[config.mk]
export PLATFORM = sky130hd
export DESIGN_NAME = sram_axi_bridge
export DESIGN_NICKNAME = d
export VERILOG_FILES = /design/src/rtl/sram_axi_bridge.sv
export SDC_FILE = /design/constraint.sdc
export NUM_CORES = 1
export LEC_CHECK = 0
export BUFFER_PORTS_ARGS = -buffer_cell sky130_fd_sc_hd__buf_2
export CORE_MARGIN = 8
export CORE_UTILIZATION = 40
export CTS_CLUSTER_SIZE = 12
export DETAILED_ROUTE_END_ITERATION = 10
export PLACE_DENSITY = 0.78
export SETUP_SLACK_MARGIN = 0.5
export SYNTH_ARGS = -nofsm -noshare
export SYNTH_HDL_FRONTEND = slang
export SYNTH_SLANG_ARGS = --single-unit
export TNS_END_PERCENT = 50
[constraint.sdc]
create_clock -name clk -period 3.2 [get_ports clk]
set_clock_uncertainty 0.15 [all_clocks]
set_input_delay 0.16 -clock clk [delete_from_list [all_inputs] [get_ports clk]]
set_output_delay 0.16 -clock clk [all_outputs]
set_load 0.05 [all_outputs]
[src/rtl/sram_axi_bridge.sv]
// Bridges the core's instruction and data SRAM-like ports onto a single-beat
// AXI master, one transaction in flight, with stall feedback to the core.
module sram_axi_bridge (
  input  logic        clk,
  input  logic        rst,

  input  logic        inst_sram_en,
  input  logic [31:0] inst_sram_addr,
  output logic [31:0] inst_sram_rdata,
  output logic        fetch_stall,

  input  logic        data_sram_en,
  input  logic [3:0]  data_sram_wen,
  input  logic [31:0] data_sram_addr,
  input  logic [31:0] data_sram_wdata,
  output logic [31:0] data_sram_rdata,
  output logic        memory_stall,

  input  logic        longest_stall,

  output logic [31:0] araddr,
  output logic        arvalid,
  input  logic        arready,
  input  logic [31:0] rdata,
  input  logic        rvalid,
  output logic        rready,

  output logic [31:0] awaddr,
  output logic        awvalid,
  input  logic        awready,
  output logic [31:0] wdata,
  output logic [3:0]  wstrb,
  output logic        wvalid,
  input  logic        wready,
  input  logic        bvalid,
  output logic        bready
);

  typedef enum logic [2:0] {
    IDLE,
    RD_ADDR,
    RD_DATA,
    WR,
    WR_RESP
  } state_t;

  state_t      state, state_nxt;
  logic        src_data;
  logic [31:0] addr_q;
  logic [31:0] wdata_q;
  logic [3:0]  wstrb_q;
  logic        aw_done, w_done;
  logic        inst_done, data_done;
  logic [31:0] inst_rdata_q, data_rdata_q;

  logic        issue_wr, issue_rd_data, issue_rd_inst, issue_any;
  logic        aw_hs, w_hs, r_hs, b_hs;

  assign fetch_stall  = inst_sram_en & ~inst_done;
  assign memory_stall = data_sram_en & ~data_done;

  assign araddr          = addr_q;
  assign awaddr          = addr_q;
  assign wdata           = wdata_q;
  assign wstrb           = wstrb_q;
  assign inst_sram_rdata = inst_rdata_q;
  assign data_sram_rdata = data_rdata_q;

  assign issue_any = issue_wr | issue_rd_data | issue_rd_inst;
  assign aw_hs     = awvalid & awready;
  assign w_hs      = wvalid & wready;
  assign r_hs      = rready & rvalid;
  assign b_hs      = bready & bvalid;

  always_comb begin
    state_nxt     = state;
    issue_wr      = 1'b0;
    issue_rd_data = 1'b0;
    issue_rd_inst = 1'b0;
    arvalid       = 1'b0;
    rready        = 1'b0;
    awvalid       = 1'b0;
    wvalid        = 1'b0;
    bready        = 1'b0;
    case (state)
      IDLE: begin
        // Data port wins so a pending load/store never waits behind a fetch.
        if (memory_stall && (data_sram_wen != 4'b0000)) begin
          issue_wr  = 1'b1;
          state_nxt = WR;
        end else if (memory_stall) begin
          issue_rd_data = 1'b1;
          state_nxt     = RD_ADDR;
        end else if (fetch_stall) begin
          issue_rd_inst = 1'b1;
          state_nxt     = RD_ADDR;
        end
      end
      RD_ADDR: begin
        arvalid = 1'b1;
        if (arready) state_nxt = RD_DATA;
      end
      RD_DATA: begin
        rready = 1'b1;
        if (rvalid) state_nxt = IDLE;
      end
      WR: begin
        awvalid = ~aw_done;
        wvalid  = ~w_done;
        if ((aw_done | awready) && (w_done | wready)) state_nxt = WR_RESP;
      end
      WR_RESP: begin
        bready = 1'b1;
        if (bvalid) state_nxt = IDLE;
      end
      default: state_nxt = IDLE;
    endcase
  end

  always_ff @(posedge clk) begin
    if (rst) begin
      state        <= IDLE;
      src_data     <= 1'b0;
      addr_q       <= '0;
      wdata_q      <= '0;
      wstrb_q      <= '0;
      aw_done      <= 1'b0;
      w_done       <= 1'b0;
      inst_done    <= 1'b0;
      data_done    <= 1'b0;
      inst_rdata_q <= '0;
      data_rdata_q <= '0;
    end else begin
      state <= state_nxt;

      if (issue_any) begin
        addr_q   <= issue_rd_inst ? inst_sram_addr : data_sram_addr;
        src_data <= ~issue_rd_inst;
        aw_done  <= 1'b0;
        w_done   <= 1'b0;
      end
      if (issue_wr) begin
        wdata_q <= data_sram_wdata;
        wstrb_q <= data_sram_wen;
      end

      if (aw_hs) aw_done <= 1'b1;
      if (w_hs)  w_done  <= 1'b1;

      // Clear first so a completion on the same edge takes priority.
      if (!longest_stall) begin
        inst_done <= 1'b0;
        data_done <= 1'b0;
      end
      if (r_hs) begin
        if (src_data) begin
          data_rdata_q <= rdata;
          data_done    <= 1'b1;
        end else begin
          inst_rdata_q <= rdata;
          inst_done    <= 1'b1;
        end
      end
      if (b_hs) data_done <= 1'b1;
    end
  end

endmodule

==> reports/qor.yml <==
status: "finished, final reports clean"
crit_family: "buffers and inverters"
rsz0062_at_grt: "false"
fin_nets: 1244
synth_compound_area_frac: 0.181
dieArea_um2: 17800
crit_slowest_cell: "dlygate4sd3_1"
period_needed_ns: 2.53
clkSinkCount: 140
slew_headroom: 0.233
fillCellCount: 1067
synth_edf_count: 0
fin_cells: 1296
synth_seq_cells: 140
period_share: 0.791
syn_to_final_growth_pct: 60.9
critPathLaunchType: "flop"
postCtsSetupBuffers: 0
totalWireLength_um: 21200
synth.distinct_cells: 34
grt-ovfl-total: 0
peakVddDrop_mv: 0.357
internal-power_mw: 3.75
setup.worst_path.end_class: "flop"
hold_class: "in -> reg"
power_frac_clock: 0.318
synth-xor-area-share: 0
maxCapViolCount: 0
cts_max_level: 4
cts_root_buf: "clkbuf_16"
core.rowCount: 43
p_per_area_nw_per_um2: 687
grt_usage: 0.228
switching_share: 0.385
synth_commonest_cells: "nand2_1 (235), dfxtp_1 (140), a21oi_1 (132)"
place.detailed.hpwl_um: 13500
finalSetupTns_ns: 0
netlist_area_um2: 5520
cp_max_fo: 37
syn-instance-count: 708
min_path_cells: 2
synth_mux_area_frac: 0
maxSlewViolCount: 0
max_slew.worst_pin.slew_ns: 1.15
core-area_um2: 13700
die_x_um: 133
p_comb_frac: 0.348
clkTransAtPathRegs_ns: 0.06
finalSetupViolCount: 0
ys_seq_area_frac: 0.508
port_buffers: 312
drt-vias-per-instance: 4.92
drive_above_1_share: 0.324
route.detailed.drc: 0
synthAdderAreaFrac: 0
initialDrtViolationCount: 365
cp.required_ns: 3.39
cts_buffer_depth: 2
cts_inserted_buffers: 17
synthTopCellsByArea: "dfxtp_1 (51%), nand2_1 (16%), a21oi_1 (12%)"
clk_latency_ns: 0.40
crit_type: "reg -> reg"
multi_input_area_um2: 2240
grt_pass1_vias: 6487
yosysMostFrequentCell: "nand2_1"
synth_top_family_by_area: "simple AND/OR/NAND/NOR gates"
cp_num_cells: 6
yosysTopAreaCellShare: 0.508
wl_per_cell_um: 16.3
clock.fmax_mhz: 395
tritoncts: "yes"
dpl.cell_count: 1129
firstDrtPassIters: 5
synth_warnings: 0
cp_slowest_stage_delay_ns: 0.62
vias: 6373
seqPwrFrac: 0.334
hold_violations: 0
seq_area_um2: 2800
path_cells: "or3_4, a21oi_4, buf_6, nor2_1, a311oi_1, dlygate4sd3_1"
async_flop_share: 0
path_buf_inv: 2
switching_power_mw: 2.35
die_h_um: 133
reg2regPathDepth: 6
cp_data_arrival_time_ns: 2.72
initial_core_util: 0.404
gp_congestion: 0.850
syn_nets: 850
postRouteAntennaNets: 0
yosysTopAreaCell: "dfxtp_1"
power.leakage_nw: 4.22
avgSynthCellArea_um2: 7.79
ioPinCount: 313
grt_pass1_wl_um: 32900
synthFlopType: "dfxtp_1"
antenna_found_initial: 2
yosys.area_share.simple: 0.223
grt_max_degree: 47
-- kinds of logic after synthesis --
logic type      Yosys count
compound gates          176
buf+inv                  87
flops                   140
simple gates            305
-- path summary, 6_finish.rpt --
check                                      startpoint                     end  slack [ns]
worst min-delay path                              rst    aw_done$_SDFFE_PP0P_        0.02
worst max register to register  state[1]$_SDFFE_PP0P_  araddr[9]$_SDFFE_PP0P_        0.67
worst min register to register   inst_done$_SDFF_PP0_    inst_done$_SDFF_PP0_        0.30
worst max-delay path            state[1]$_SDFFE_PP0P_  araddr[9]$_SDFFE_PP0P_        0.67
-- power by group through the flow --
stage               clock network, mW  registers (mW)  logic [mW]
finish                           1.94            2.04        2.12
global route                     2.05            2.06        2.24
floorplan                           0            2.61       0.963
detailed placement                  0            2.07        1.87
global placement                    0            2.06        1.87
CTS                              1.98            2.04        2.09
-- registers in the layout, indices dropped and copies added, names as in the netlist --
| name | count |
|---|---|
| data_sram_rdata | 32 |
| inst_sram_rdata | 32 |
| w_done | 1 |
| aw_done | 1 |
| wstrb | 4 |
| wdata | 32 |
| src_data | 1 |
| state | 3 |
| inst_done | 1 |
| araddr | 32 |
| data_done | 1 |
-- metrics by stage --
step                      power (mW)  setup slack (ns)  hold WS (ns)  area [um2]  utilization
after CTS                       6.10             0.682       0.00509        8870        0.649
after detailed placement        3.95             0.887         0.257        6940        0.508
after floorplan                 3.57             0.986         0.146        5520            -
after global placement          3.93             0.926         0.250        6940        0.508
final                           6.10             0.669        0.0194        8880        0.650
after global routing            6.35             0.520        0.0361        8880        0.650
-- layout make-up --
class | instances | area share
Clock inverter | 9 | 0.0125
Multi-Input combinational cell | 481 | 0.252
Timing Repair Buffer | 458 | 0.338
Tap cell | 180 | 0.0254
Inverter | 4 | 0.00169
Clock buffer | 23 | 0.0538
Antenna cell | 1 | 0.000282
Sequential cell | 140 | 0.316
-- cells in the final DEF (no fill, tap or decap), types with 3 or more instances in the layout --
cell,synthesis,layout
buf_4,36,11
nor3b_1,3,3
nor2_1,46,46
nand2b_1,4,4
dlygate4sd3_1,0,134
dfxtp_1,140,140
a211oi_1,28,28
clkbuf_1,31,3
a311oi_1,4,4
clkbuf_16,0,17
clkbuf_8,0,3
buf_2,16,311
inv_1,3,3
a21oi_1,132,132
nand2_1,235,235
-- what timing repair did --
item / CTS / global route
endpoints found under the setup margin: 0 / 4
gates resized for setup: 0 / 2
hold buffers: 134 / 0
endpoints found under the hold margin: 135 / 0
-- per-layer routing --
metal	up-vias	track usage	part of all wire
met2	283	0.400	0.51
li1	3102	-	-
met3	59	0.0843	0.088
met4	2	0.128	0.036
met5	-	0	0.00061
met1	2927	0.230	0.36
Power figures use the tool's default switching activity.
